## config.mk

```make
export PLATFORM = sky130hd
export DESIGN_NAME = mem_request_agent_flat
export DESIGN_NICKNAME = d
export VERILOG_FILES = /design/src/rtl/mem_request_agent_if.sv /design/src/rtl/mem_request_agent.sv /design/src/flat_wrapper.sv
export SDC_FILE = /design/constraint.sdc
export NUM_CORES = 1
export LEC_CHECK = 0
export ABC_AREA = 1
export CORE_AREA = 10 10 180 182
export CTS_CLUSTER_SIZE = 14
export DETAILED_ROUTE_END_ITERATION = 7
export DIE_AREA = 0 0 190 192
export SLEW_MARGIN = 10
export SYNTH_ARGS = -nofsm -noshare
export SYNTH_HDL_FRONTEND = slang
export SYNTH_SLANG_ARGS = --single-unit
```

## constraint.sdc

```tcl
create_clock -name clk -period 11.85 [get_ports clk]
set_clock_uncertainty 0.1 [all_clocks]
set_input_delay 1.185 -clock clk [delete_from_list [all_inputs] [get_ports clk]]
set_output_delay 1.185 -clock clk [all_outputs]
set_load 0.1 [all_outputs]
```

## src/rtl/mem_request_agent_if.sv

```systemverilog
`default_nettype none
// ============================================================================
// Module   : mem_request_agent_if
// Brief    : Request/return bus between the traffic agent and the memory model.
// Revision : 1.0
// ============================================================================
interface mem_request_agent_if;
    logic [15:0] wr_address;
    logic        wr_en;
    logic [15:0] wr_data;
    logic [15:0] wr_ret_address;
    logic        wr_ret_ack;
    logic [15:0] rd_address;
    logic        rd_en;
    logic [15:0] rd_ret_data;
    logic [15:0] rd_ret_address;
    logic        rd_ret_ack;

    modport master (
        output wr_address, wr_en, wr_data, rd_address, rd_en,
        input  wr_ret_address, wr_ret_ack, rd_ret_data, rd_ret_address, rd_ret_ack
    );

    modport slave (
        input  wr_address, wr_en, wr_data, rd_address, rd_en,
        output wr_ret_address, wr_ret_ack, rd_ret_data, rd_ret_address, rd_ret_ack
    );
endinterface
`default_nettype wire

```

## src/rtl/mem_request_agent.sv

```systemverilog
`default_nettype none
// ============================================================================
// Module   : mem_request_agent
// Brief    : Writes NUM_REQ words, drains acks, reads them back and checks data.
// Revision : 1.0
// ============================================================================
module mem_request_agent #(
    parameter int          MAX_OUTSTANDING = 4,
    parameter int          NUM_REQ         = 16,
    parameter logic [15:0] BASE_ADDR       = 16'h0,
    parameter int          TIMEOUT         = 1023
) (
    input  wire logic           clk,
    input  wire logic           reset,
    input  wire logic           start,
    mem_request_agent_if.master mem,
    output logic                busy,
    output logic                done,
    output logic                error,
    output logic [15:0]         err_count
);
    localparam logic [2:0]  c_ST_IDLE   = 3'd0;
    localparam logic [2:0]  c_ST_WRITE  = 3'd1;
    localparam logic [2:0]  c_ST_WDRAIN = 3'd2;
    localparam logic [2:0]  c_ST_READ   = 3'd3;
    localparam logic [2:0]  c_ST_RDRAIN = 3'd4;
    localparam logic [2:0]  c_ST_DONE   = 3'd5;
    localparam logic [15:0] c_DATA_KEY  = 16'hA5A5;
    localparam logic [16:0] c_NUM_REQ   = 17'(NUM_REQ);
    localparam logic [3:0]  c_MAX_OUT   = 4'(MAX_OUTSTANDING);
    localparam logic [31:0] c_TIMEOUT   = 32'(TIMEOUT);
    localparam logic [MAX_OUTSTANDING-1:0] c_ONE = MAX_OUTSTANDING'(1);

    logic [2:0]                 r_state;
    logic [MAX_OUTSTANDING-1:0] r_valid;
    logic [15:0]                r_tag [MAX_OUTSTANDING];
    logic [16:0]                r_index;
    logic [31:0]                r_tcnt;
    logic                       r_wr_en, r_rd_en;
    logic [15:0]                r_wr_address, r_wr_data, r_rd_address;
    logic                       r_busy, r_done, r_error;
    logic [15:0]                r_err_count;

    logic                       w_wphase, w_rphase, w_active, w_empty;
    logic [MAX_OUTSTANDING-1:0] w_wr_hit, w_rd_hit, w_free_oh, w_clr_oh, w_valid_nxt;
    logic [3:0]                 w_count;
    logic                       w_wr_ok, w_wr_bad, w_rd_ok, w_rd_bad, w_rd_data_bad;
    logic                       w_issue, w_last, w_timeout;
    logic [15:0]                w_issue_addr;
    logic [1:0]                 w_err_inc;
    logic [16:0]                w_err_sum;
    logic [31:0]                w_tcnt_nxt;

    always_comb begin
        w_wphase = (r_state == c_ST_WRITE) || (r_state == c_ST_WDRAIN);
        w_rphase = (r_state == c_ST_READ)  || (r_state == c_ST_RDRAIN);
        w_active = w_wphase || w_rphase;
        w_empty  = (r_valid == '0);
        w_count  = '0;
        w_wr_hit = '0;
        w_rd_hit = '0;
        for (int i = 0; i < MAX_OUTSTANDING; i++) begin
            w_count     = w_count + {3'b000, r_valid[i]};
            w_wr_hit[i] = r_valid[i] && (r_tag[i] == mem.wr_ret_address);
            w_rd_hit[i] = r_valid[i] && (r_tag[i] == mem.rd_ret_address);
        end
        // Lowest-index set bit isolation picks the free slot and the retiring match.
        w_free_oh     = ~r_valid & (r_valid + c_ONE);
        w_wr_ok       = w_wphase && mem.wr_ret_ack && (|w_wr_hit);
        w_rd_ok       = w_rphase && mem.rd_ret_ack && (|w_rd_hit);
        w_wr_bad      = w_active && mem.wr_ret_ack && !w_wr_ok;
        w_rd_bad      = w_active && mem.rd_ret_ack && !w_rd_ok;
        w_rd_data_bad = w_rd_ok && (mem.rd_ret_data != (mem.rd_ret_address ^ c_DATA_KEY));
        w_clr_oh      = (w_wr_ok ? (w_wr_hit & (~w_wr_hit + c_ONE)) : '0)
                      | (w_rd_ok ? (w_rd_hit & (~w_rd_hit + c_ONE)) : '0);
        w_tcnt_nxt    = (w_empty || mem.wr_ret_ack || mem.rd_ret_ack) ? 32'd0 : r_tcnt + 32'd1;
        w_timeout     = w_active && (w_tcnt_nxt >= c_TIMEOUT);
        // Issue decision uses the registered occupancy, so a same-cycle retire cannot free a slot.
        w_issue       = ((r_state == c_ST_WRITE) || (r_state == c_ST_READ))
                      && (r_index < c_NUM_REQ) && (w_count < c_MAX_OUT) && !w_timeout;
        w_last        = (r_index == c_NUM_REQ - 17'd1);
        w_issue_addr  = BASE_ADDR + r_index[15:0];
        w_valid_nxt   = (r_valid & ~w_clr_oh) | (w_issue ? w_free_oh : '0);
        w_err_inc     = {1'b0, w_wr_bad} + {1'b0, w_rd_bad || w_rd_data_bad};
        w_err_sum     = {1'b0, r_err_count} + {15'd0, w_err_inc};
    end

    always_ff @(posedge clk) begin
        for (int i = 0; i < MAX_OUTSTANDING; i++) begin
            if (w_issue && w_free_oh[i]) begin
                r_tag[i] <= w_issue_addr;
            end
        end
    end

    always_ff @(posedge clk) begin
        if (reset) begin
            r_state      <= c_ST_IDLE;
            r_valid      <= '0;
            r_index      <= '0;
            r_tcnt       <= '0;
            r_wr_en      <= 1'b0;
            r_rd_en      <= 1'b0;
            r_wr_address <= '0;
            r_wr_data    <= '0;
            r_rd_address <= '0;
            r_busy       <= 1'b0;
            r_done       <= 1'b0;
            r_error      <= 1'b0;
            r_err_count  <= '0;
        end else begin
            r_wr_en <= 1'b0;
            r_rd_en <= 1'b0;
            case (r_state)
                c_ST_IDLE, c_ST_DONE: begin
                    if (start) begin
                        r_state     <= c_ST_WRITE;
                        r_busy      <= 1'b1;
                        r_done      <= 1'b0;
                        r_error     <= 1'b0;
                        r_err_count <= '0;
                        r_index     <= '0;
                        r_tcnt      <= '0;
                        r_valid     <= '0;
                    end
                end
                c_ST_WRITE, c_ST_WDRAIN, c_ST_READ, c_ST_RDRAIN: begin
                    r_valid <= w_valid_nxt;
                    r_tcnt  <= w_tcnt_nxt;
                    if (w_err_inc != 2'd0) begin
                        r_error     <= 1'b1;
                        r_err_count <= w_err_sum[16] ? 16'hFFFF : w_err_sum[15:0];
                    end
                    if (w_issue) begin
                        r_index <= r_index + 17'd1;
                        if (r_state == c_ST_WRITE) begin
                            r_wr_en      <= 1'b1;
                            r_wr_address <= w_issue_addr;
                            r_wr_data    <= w_issue_addr ^ c_DATA_KEY;
                        end else begin
                            r_rd_en      <= 1'b1;
                            r_rd_address <= w_issue_addr;
                        end
                    end
                    if (w_timeout) begin
                        r_state <= c_ST_DONE;
                        r_busy  <= 1'b0;
                        r_done  <= 1'b1;
                        r_error <= 1'b1;
                        r_valid <= '0;
                    end else begin
                        case (r_state)
                            c_ST_WRITE:  if (w_issue && w_last) r_state <= c_ST_WDRAIN;
                            c_ST_WDRAIN: if (w_empty) begin
                                r_state <= c_ST_READ;
                                r_index <= '0;
                            end
                            c_ST_READ:   if (w_issue && w_last) r_state <= c_ST_RDRAIN;
                            c_ST_RDRAIN: if (w_empty) begin
                                r_state <= c_ST_DONE;
                                r_busy  <= 1'b0;
                                r_done  <= 1'b1;
                            end
                            default: ;
                        endcase
                    end
                end
                default: r_state <= c_ST_IDLE;
            endcase
        end
    end

    assign mem.wr_en      = r_wr_en;
    assign mem.wr_address = r_wr_address;
    assign mem.wr_data    = r_wr_data;
    assign mem.rd_en      = r_rd_en;
    assign mem.rd_address = r_rd_address;
    assign busy           = r_busy;
    assign done           = r_done;
    assign error          = r_error;
    assign err_count      = r_err_count;
endmodule
`default_nettype wire
```

## src/flat_wrapper.sv

```systemverilog
// flat-port wrapper written by rule: the top's interface ports become plain ports
module mem_request_agent_flat 
#(
    parameter int          MAX_OUTSTANDING = 4,
    parameter int          NUM_REQ         = 16,
    parameter logic [15:0] BASE_ADDR       = 16'h0,
    parameter int          TIMEOUT         = 1023
)
  (clk, reset, start, busy, done, error, err_count, mem_wr_address, mem_wr_en, mem_wr_data, mem_rd_address, mem_rd_en, mem_wr_ret_address, mem_wr_ret_ack, mem_rd_ret_data, mem_rd_ret_address, mem_rd_ret_ack);
  mem_request_agent_if mem_i ();
  input  wire logic clk;
  input  wire logic reset;
  input  wire logic start;
  output logic busy;
  output logic done;
  output logic error;
  output logic [15:0] err_count;
  output wire logic [$bits(mem_i.wr_address)-1:0] mem_wr_address;
  output wire logic [$bits(mem_i.wr_en)-1:0] mem_wr_en;
  output wire logic [$bits(mem_i.wr_data)-1:0] mem_wr_data;
  output wire logic [$bits(mem_i.rd_address)-1:0] mem_rd_address;
  output wire logic [$bits(mem_i.rd_en)-1:0] mem_rd_en;
  input wire logic [$bits(mem_i.wr_ret_address)-1:0] mem_wr_ret_address;
  input wire logic [$bits(mem_i.wr_ret_ack)-1:0] mem_wr_ret_ack;
  input wire logic [$bits(mem_i.rd_ret_data)-1:0] mem_rd_ret_data;
  input wire logic [$bits(mem_i.rd_ret_address)-1:0] mem_rd_ret_address;
  input wire logic [$bits(mem_i.rd_ret_ack)-1:0] mem_rd_ret_ack;
  assign mem_wr_address = mem_i.wr_address;
  assign mem_wr_en = mem_i.wr_en;
  assign mem_wr_data = mem_i.wr_data;
  assign mem_rd_address = mem_i.rd_address;
  assign mem_rd_en = mem_i.rd_en;
  assign mem_i.wr_ret_address = mem_wr_ret_address;
  assign mem_i.wr_ret_ack = mem_wr_ret_ack;
  assign mem_i.rd_ret_data = mem_rd_ret_data;
  assign mem_i.rd_ret_address = mem_rd_ret_address;
  assign mem_i.rd_ret_ack = mem_rd_ret_ack;
  mem_request_agent #(.MAX_OUTSTANDING(MAX_OUTSTANDING), .NUM_REQ(NUM_REQ), .BASE_ADDR(BASE_ADDR), .TIMEOUT(TIMEOUT)) u_core (.clk(clk), .reset(reset), .start(start), .mem(mem_i), .busy(busy), .done(done), .error(error), .err_count(err_count));
endmodule
```

Yosys cells after proc, flatten, opt, wreduce, memory -nomap -nowiden

Memories as Yosys holds them, arrays and structs flattened.
Cells that the tools add are included.
Widths: inputs -> output; s select.

Flip-flop bits (word level): 125
RAM bits: 64
Bits of input ports: 53
Output and inout port bits: 69
Memories kept: 1

Memories:

| memory       | depth | width | rd ports | clocked after memory_dff | write ports | line                    | text |
|---|---|---|---|---|---|---|---|
| u_core.r_tag | 4     | 16    | 4        | 0                        | 1           | mem_request_agent.sv:36 | `logic [15:0] r_tag [MAX_OUTSTANDING];` |

Add/subtract/negate cells: 10
Order comparisons: 3
Equal/unequal tests: 25
Mux-type cells: 59
Bitwise logic cells: 15
Reduce and logical (&&, ||, !) cells: 55

Operator list:

| cell                  | count |
|---|---|
| $eq 16x16->1          | 8 |
| $mux 16               | 6 |
| $mux 17               | 5 |
| $mux 32               | 2 |
| $pmux 32 s2           | 1 |
| $reduce_or 16->1      | 3 |
| $pmux 17 s2           | 1 |
| $add 32x1->32 const B | 1 |
| $ge 32x10->1 const B  | 1 |
| $pmux 16 s2           | 1 |
| $logic_and 1x1->1     | 26 |
| $mux 1                | 23 |
| $mux 4                | 5 |
| $mux 3                | 6 |
| $add 16x2->17         | 1 |
| $add 17x1->17 const B | 1 |
| $eq 17x4->1 const B   | 1 |
| $lt 17x5->1 const B   | 1 |
| $and 4x4->4           | 4 |
| $ne 16x16->1          | 1 |
| $not 4->4             | 4 |
| $not 8->8             | 2 |
| $add 4x1->4 const B   | 3 |
| $pmux 3 s4            | 1 |
| other kinds (30)      | 59 |

Longest topological paths before layout

Gate-level depths: netlist of run 1.

Depth after elaboration: 15
Mapped depth: 26
Gate-level depth less buffers: 25

Worst setup path before layout of run 1

OpenSTA, ideal clock, no wires.

Path type: input to register
Start point: input port mem_rd_ret_address[12]
End point: register u_core.r_err_count[14] (netlist: u_core.err_count[14])
Library setup time: 70 ps
Arrival time: 4,672 ps
Path slack: 7,008 ps
Cell stages on the path: 24
Buffers on the path: 2
Path through: clkbuf_1 inv_1 nand2_1 nand4_1 nor4_1 nand4_1 o21ai_0 o2111ai_1 nand3_1 inv_1 ha_1 ha_1 inv_1 fa_1 nor2_1 nand3_1 nor2_1 nand3_1 nor2_1 nand3_1 inv_1 clkbuf_1 o21ai_0 a21oi_1

Longest elaborated chain between the ends: 12
Elaborated cells on any way between the ends: 23

RTL lines:

| what                   | line                     | text |
|---|---|---|
| start: declaration     | flat_wrapper.sv:26       | `input wire logic [$bits(mem_i.rd_ret_address)-1:0] mem_rd_ret_address;` |
| $eq 16x16->1           | mem_request_agent.sv:65  | `w_rd_hit[i] = r_valid[i] && (r_tag[i] == mem.rd_ret_address);` |
| $logic_and 1x1->1      | mem_request_agent.sv:65  |  |
| $reduce_or 4->1        | mem_request_agent.sv:70  | `w_rd_ok = w_rphase && mem.rd_ret_ack && (\|w_rd_hit);` |
| $logic_and 1x1->1      | mem_request_agent.sv:70  |  |
| $logic_not 1->1        | mem_request_agent.sv:72  | `w_rd_bad = w_active && mem.rd_ret_ack && !w_rd_ok;` |
| $logic_and 1x1->1      | mem_request_agent.sv:72  |  |
| $logic_or 1x1->1 *     | mem_request_agent.sv:84  | `w_err_inc = {1'b0, w_wr_bad} + {1'b0, w_rd_bad \|\| w_rd_data_bad};` |
| $add 1x1->2 *          | mem_request_agent.sv:84  |  |
| $add 16x2->17          | mem_request_agent.sv:85  | `w_err_sum = {1'b0, r_err_count} + {15'd0, w_err_inc};` |
| $mux 16                | mem_request_agent.sv:132 | `r_err_count <= w_err_sum[16] ? 16'hFFFF : w_err_sum[15:0];` |
| $mux 16                | mem_request_agent.sv:130 | `if (w_err_inc != 2'd0) begin` |
| $pmux 16 s2            | mem_request_agent.sv:114 | `case (r_state)` |
| end signal: assignment | mem_request_agent.sv:132 |  |
| end: declaration       | mem_request_agent.sv:42  | `logic [15:0] r_err_count;` |

Every way passes the cells marked *; elsewhere a longest branch is shown, timed or not. The select of a mux whose other input is x is not followed.
A chain may end at the register's enable or synchronous reset.

Worst setup path in the final report of run 1

Start point: input port mem_rd_ret_address[2]
End point: register u_core.r_err_count[15] (netlist: u_core.err_count[15])

The elaborated chain is that of the path after synthesis.

==> results by stage, run 1 <==
Clock tree:
- Clock tree synthesis inserted a total of 17 buffers.
- TritonCTS built the clock tree.
- The total of cells resized after clock tree synthesis is 0.
- After clock tree synthesis, the clock-pin slew on the worst setup and hold paths is 0.08 ns.
- The clock tree synthesis step divided the H-tree into 4 levels.
- The tree is rooted in a clkbuf_16.
- Counting along the longest clock path gives a buffer depth of 2.
- In this run, post-CTS hold repair placed 0 buffers.
- The later pin in the worst-skew pair is clocked with a latency of 0.43 ns.
- After clock tree synthesis, the setup repair step added 0 buffers.
- The tree built by TritonCTS fans out to 181 sinks.

Setup path:
- For the worst setup path, the data required time is 12.10 ns.
- The worst setup path is launched from an input pin.
- The highest fanout seen on the critical path is 14.
- The type of destination of the critical path is a flip-flop.
- The critical path in this run is classified as in2reg.
- Data arrives at the worst endpoint at 5.96 ns.

Global route:
- The number of global-route vias before repair is 11130.
- The maximum number of pins on one net before global-route repair is 86.
- The first-pass GRT wire length is 65960 um.
- The number of antenna violations at the first check in global routing is 0.
- The total routing resource utilization after global routing is 23.31%.
- The total overflow reported by the global router is 0.

Yosys:
- Counting flops and latches in the post-synthesis netlist gives 181.
- Sequential cells were found to cover 37.54% of the synthesized design area.
- The gate count after technology mapping is 1670.
- Yosys mapped the design onto 44 distinct sky130hd cell types.
- The cell with the most instances after synthesis is nand2_1.
- Summed over all instances, the cell type with the most area after synthesis is dfxtp_1.
- The post-synthesis instance area is 11360 sq um.
- The synthesized design devotes to its leading area cell type 20.62% of total area.
- After synthesis, the share of flip-flops with an asynchronous set or reset is 0%.
- The total nets after synthesis is 1734.
- The number of synthesis warnings is 0.
- The top flip-flop cell by instance count after synthesis is dfxtp_1.
- The number of enable flip-flop cells after synthesis is 64.
- By area the synthesized netlist is led by dfxtp_1 21%, edfxtp_1 17%, nand2_1 13%, nor2_1 8.5%, inv_1 7.3%.
- Dividing the synthesized area by the synthesized cell count gives 6.802 sq um.
- By count the netlist is led by 380 x nand2_1, 257 x nor2_1, 221 x inv_1.

Final layout:
- Across the whole layout, storage elements account for 4264 sq um.
- The fraction of layout cells with a size suffix above 1 is 5.408%.
- After the flow finishes, the layout carries non-filler instances totaling 2159.
- Summing all multi-input logic gate instances after layout gives 5997 sq um.
- The growth of design area from synthesis to finish is 18.16%.
- In the final design database the tool counted 1826 nets.
- The count of filler cells inserted in the layout is 2915.
- The antenna diode instance count is 0.

Timing:
- The actual transition at the worst max-transition pin is 1.077 ns.
- Setup repair after global routing left no endpoint under its margin.
- The worst path setup slack after routing is 6.137 ns.
- The fraction of the cycle the final worst path needs is 48.21%.
- The number of hold violations in the final report is 0.
- The minimum clock period is 5.713 ns.
- In this run the tightest slew margin relative to its limit is 28.09%.
- The max-slew violation total from the final report came to 0.
- The achievable frequency is 175.1 MHz.
- Setup violations remaining at the end of the flow were counted as 0.
- The aggregate negative setup slack is 0 ns.

Power:
- The portion of total power attributed to the clock network is 28.4%.
- The cell internal power dissipation is 1144 uW.
- The sequential share of power is 37.9%.
- Net switching is 42.37% of the power.
- The net switching power figure is 840.9 uW.
- The analysis attributes to cell leakage a power of 0.005484 uW.
- Combinational cells account for 33.7% of the total power.
- The maximum vdd drop is 136.4 uV.
- The power density relative to cell area is 147.8 nW/um^2.

Place:
- In this run, placement finished with an instance count of 2127.
- OpenSTA, run right after detailed placement, puts the worst setup slack at 5.747 ns.
- After legalization and detailed placement, the total HPWL measured 34330 um.
- The routability congestion estimate from global placement is 1.120.
- During placement, the flow inserted port buffers numbering 121.

Floorplanning:
- The die covers 36480 sq um.
- The die is 192 um tall.
- The effective utilization at floorplan is 39.68%.
- After floorplanning, the core was sized to cover 28630 sq um.
- The initialized floorplan defines 62 standard-cell rows.
- Measured along the x axis, the die boundary spans 190 um.
- The number of I/O pins is 122.

Drt:
- The number of search-and-repair iterations in the first detailed-routing pass is 6.
- The DRC marker count from the first detailed-route iteration is 1161.
- The number of DRC violations after detailed routing is 0.
- The via-per-instance ratio is 5.359.
- After detailed routing, the average wire length per cell comes to 19.93 um.
- The total number of vias is 11570.
- The final layout contains routed wiring with a total length of 43030 um.
- In this run the remaining antenna-violating nets after routing total 0.

Flow run:
- Max-cap violations in this run came to 0.

Run status:
- The run finished with clean final reports.

Hold path:
- The min-delay analysis places its worst path in the category reg2reg.
-- registers in the layout (all words and copies together) (netlist names) --
name,count
u_core.r_valid,4
u_core.r_tag,64
u_core.r_state,3
u_core.busy,1
u_core.done,1
u_core.r_tcnt,32
u_core.mem.wr_data,16
u_core.mem.wr_en,1
u_core.err_count,16
u_core.mem.rd_en,1
u_core.mem.rd_address,16
u_core.error,1
u_core.mem.wr_address,8
u_core.r_index,17
-- path summary, 6_finish.rpt --
kind	from	to	slack [ns]	depth (start not counted)
worst max-delay path	mem_rd_ret_address[2]	u_core.err_count[15]	6.14	23
worst min-delay path	u_core.done	u_core.done	0.35	2
worst max register to register	u_core.r_state[1]	u_core.err_count[15]	6.37	24
worst min register to register	u_core.done	u_core.done	0.35	2
-- worst max-delay path: stages --
cell,delay [ns]
clkdlybuf4s50_1,0.62
inv_1,0.13
nand2_1,0.18
nand2_1,0.07
nor4_1,0.44
nand4_1,0.25
o21ai_0,0.17
o2111ai_1,0.14
nand3_1,0.21
inv_1,0.07
ha_1,0.28
ha_1,0.15
inv_1,0.05
fa_1,0.39
nor2_1,0.18
nand3_1,0.12
nor2_1,0.15
nand3_1,0.15
nor2_1,0.19
nand3_1,0.12
inv_1,0.35
o21ai_0,0.16
a21oi_1,0.17
-- metal layers --
| layer | global-route usage [%] | vias up | part of all wire, % |
|---|---|---|---|
| met5 | 0 | - | 0 |
| met4 | 10.99 | 0 | 4.8 |
| met3 | 3.700 | 94 | 6.5 |
| met2 | 38.03 | 481 | 46 |
| met1 | 29.61 | 5362 | 43 |
| li1 | - | 5634 | - |
-- through the flow --
| stage | util [%] | power, uW | hold slack, ns | instance area, sq um |
|---|---|---|---|---|
| after CTS | 46.89 | 1993 | 0.3558 | 13420 |
| after detailed placement | 44.86 | 1429 | 0.3454 | 12840 |
| after global placement | 44.86 | 1435 | 0.3391 | 12840 |
| after global routing | 46.89 | 2084 | 0.3715 | 13420 |
| final | 46.89 | 1984 | 0.3471 | 13420 |
| after floorplan | - | 1204 | 0.3380 | 11360 |
-- logic make-up after synthesis --
group,synth area share (%)
AND/OR/NAND/NOR,38.74
buffers and inverters,9.715
flip-flops,37.54
AO/OA/AOI/OAI,7.875
XOR/XNOR,4.857
adder cells (fa/ha/maj),1.278
-- placed cells by master (no fill, tap or decap), types with 3 or more instances in the layout --
cell	n
nand2_2	4
nand2_4	5
inv_8	6
and3_1	12
o21ai_1	3
o2111ai_1	7
o21ai_0	52
clkinv_4	3
clkdlybuf4s50_1	120
nor3b_1	14
o21bai_1	3
o21a_1	6
a21oi_1	73
inv_1	221
clkbuf_16	17
nor4_1	33
nand4_1	67
o22ai_1	4
nor2_2	7
ha_1	10
xnor2_1	20
a211oi_1	4
edfxtp_1	64
nor2_4	5
xor2_1	43
nand2_1	380
nor2_1	255
dfxtp_1	117
buf_4	5
inv_6	3
nor3_1	53
inv_2	6
or2_2	28
nand3_1	106
-- power groups by stage --
stage,combinational (uW),sequential (uW),clock (uW)
5_1_grt,721,758,605
2_1_floorplan,338,866,0
6_report,668,753,563
3_5_place_dp,664,766,0
3_3_place_gp,670,765,0
4_1_cts,666,752,575
-- area by class of cell --
| class | count | share of cell area [%] |
|---|---|---|
| clock buffers | 18 | 3.197 |
| clock inverters | 14 | 1.137 |
| inverters | 228 | 6.376 |
| multi-input cells | 1208 | 44.68 |
| flip-flops and latches | 181 | 31.77 |
| well taps | 384 | 3.579 |
| repair buffers | 126 | 9.265 |
Note: power is estimated with default switching activity, not from simulation.
==> inputs of run 2 (changes only) <==
==> constraint.sdc (replaced) <==
create_clock -name clk -period 4.75 [get_ports clk]
set_clock_uncertainty 0.1 [all_clocks]
set_input_delay 0.475 -clock clk [delete_from_list [all_inputs] [get_ports clk]]
set_output_delay 0.475 -clock clk [all_outputs]
set_load 0.1 [all_outputs]
==> results by stage, run 2 (synthesis gave the netlist of run 1 again) <==
Flow run:
- The number of violations of the max-capacitance limit is 0.

Final layout:
- The area taken by multi-input logic gates is 6043 sq um.
- The largest registers in the layout are u_core.r_tag (64), u_core.r_tcnt (32), u_core.r_index (17).
- Of the cells placed in the final design, the portion with a size suffix greater than 1 is 12.67%.
- The growth of design area from synthesis to finish is 27.81%.
- The number of flip-flops in the largest register is 64.
- The count of filler cells inserted in the layout is 2948.
- Across the whole layout, storage elements account for 4264 sq um.
- Leaving out fill and tap cells, the most frequent cell in the layout is nand2_1.
- Ranked by flip-flop count, first place goes to u_core.r_tag.
- The net count of the finished layout is 1969.
- In the layout the commonest cells are 380 x nand2_1, 257 x nor2_1, 220 x inv_1.
- The antenna diode instance count is 0.

Setup path:
- The endpoint arrival time on the critical path is 4.70 ns.
- In this run the worst path has a maximum fanout of 10.
- At the worst endpoint, the required time is 5.00 ns.
- STA classifies the critical path endpoint as a flip-flop.
- The type of element launching the critical path is an input pin.
- The type of the worst setup path is in2reg.

Floorplanning:
- The die outline width is 190 um.
- The vertical extent of the die is 192 um.
- The total die area is 36480 sq um.
- The initial utilization of the core area, before any placement, comes to 39.68%.
- Pin placement for this block handled 122 I/O pins.
- Row generation in the floorplan step produced 62 rows.
- The area of the core region is 28630 sq um.

Global route:
- The first global-routing pass estimated 68830 um of wire.
- Across every metal layer, demand over resource in global routing totals 24.55%.
- The total overflow left after global routing is 0.
- The number of global-route vias before repair is 11730.
- Entering global routing, the biggest net connects 86 pins.
- The number of antenna violations at the first check in global routing was 0.

Clock tree:
- Counting every sink on the clock net gives 181.
- The clock tree root buffer cell is clkbuf_16.
- TritonCTS built the clock tree.
- The number of hold buffers added after CTS was 0.
- The number of buffers between clock root and the deepest sink is 2.
- The number of H-tree levels is 4.
- The insertion delay of the later-clocked pin in the worst-skew pair is 0.43 ns.
- Counting the buffers created by CTS gives 17.
- After clock tree synthesis, the clock-pin slew on the worst setup and hold paths is 0.06 ns.

Place:
- After legalization and detailed placement, the total HPWL measured 36450 um.
- The setup slack after placement is -0.5380 ns.
- Input and output buffers added on the ports amount to 121.
- The routability congestion estimate from global placement is 1.094.

Timing:
- The worst slew margin relative to its limit is 20.80%.
- The worst-case hold slack is 0.3516 ns.
- Setup repair after global routing left no endpoint under its margin.
- The worst path meets setup with 0.2951 ns of slack.
- The achievable frequency is 224.5 MHz.
- The number of hold violations in the final report is 0.
- Setup violations remaining at the end of the flow were counted as 0.
- The max-slew violation total from the final report is 0.
- The minimum clock period is 4.455 ns.
- The actual transition at the worst max-transition pin is 1.187 ns.
- After layout, the worst path uses 93.79% of the clock period.

Drt:
- The first TritonRoute pass finished after 6 iterations.
- After the first detailed-routing iteration, the DRC count stood at 1114.
- After detailed routing, the number of vias per cell comes to 5.204.
- After detailed routing, the number of remaining DRC violations is 0.
- The average detailed-routed wire length per instance is 19.53 um.
- The count of nets left with antenna violations after detail routing is 0.
- The routed design has 44950 um of wire.
- The routed layout has 11980 vias.

Hold path:
- The worst hold path belongs to the class reg2reg.

Power:
- The total power of the final layout is 5054 uW.
- The maximum vdd drop is 478.8 uV.
- The power density relative to cell area is 348.1 nW/um^2.
- For this design the static power due to leakage is 0.006182 uW.

Run status:
- The run finished with clean final reports.
-- run 2: worst paths after layout --
path | start | end | slack [ns] | cells past startpoint
setup reg to reg | u_core.r_tag[0][2] | u_core.err_count[7] | 0.33 | 23
setup / recovery | mem_wr_ret_address[8] | u_core.err_count[7] | 0.30 | 23
hold / removal | u_core.done | u_core.done | 0.35 | 2
hold reg to reg | u_core.done | u_core.done | 0.35 | 2
-- run 2: area by class of cell --
cell class / count / area share, %
Clock buffer: 21 / 3.042
Sequential cell: 181 / 29.37
Timing Repair Buffer: 269 / 16.06
Inverter: 228 / 5.895
Tap cell: 384 / 3.309
Multi-Input combinational cell: 1208 / 41.62
Clock inverter: 11 / 0.6980
-- run 2: stage by stage --
step | TNS, ns | instance area (sq um) | cells | utilization [%]
after floorplan | 0 | 11360 | 1670 | -
after global placement | -5.967 | 13910 | 2269 | 48.61
after detailed placement | -7.843 | 13910 | 2269 | 48.61
after CTS | 0 | 14460 | 2301 | 50.53
after global routing | 0 | 14520 | 2302 | 50.72
final | 0 | 14520 | 2302 | 50.72
-- run 2: per-layer routing --
| metal | vias up | share of wire (%) | track usage (%) |
|---|---|---|---|
| li1 | 5928 | - | - |
| met1 | 5515 | 44 | 31.04 |
| met2 | 449 | 45 | 40.50 |
| met3 | 87 | 6.7 | 3.917 |
| met4 | 0 | 4.2 | 10.90 |
| met5 | - | 0 | 0 |
-- run 2: critical path, stage by stage --
cell             delay [ns]
clkdlybuf4s50_1        0.59
buf_4                  0.24
xor2_1                 0.20
nor3_1                 0.29
nand4_1                0.17
nand3_1                0.12
nand2_1                0.05
nand4_1                0.22
inv_1                  0.08
ha_1                   0.29
ha_1                   0.17
inv_1                  0.06
fa_1                   0.39
nor2_1                 0.17
nand3_1                0.11
nor2_1                 0.17
nand3_1                0.11
nor2_1                 0.14
nand3_1                0.12
inv_1                  0.13
buf_4                  0.17
o21ai_0                0.10
a21oi_1                0.13
-- run 2: timing repair --
| action | CTS | global route |
|---|---|---|
| gates resized for setup | 1 | 9 |
| setup buffers | 0 | 1 |
| pin swaps | 0 | 2 |
| setup endpoints to repair | 15 | 16 |
-- run 2: report_power, final --
| part | internal (uW) | switching (uW) |
|---|---|---|
| logic | 518 | 1320 |
| registers | 1740 | 141 |
| clock network | 728 | 607 |
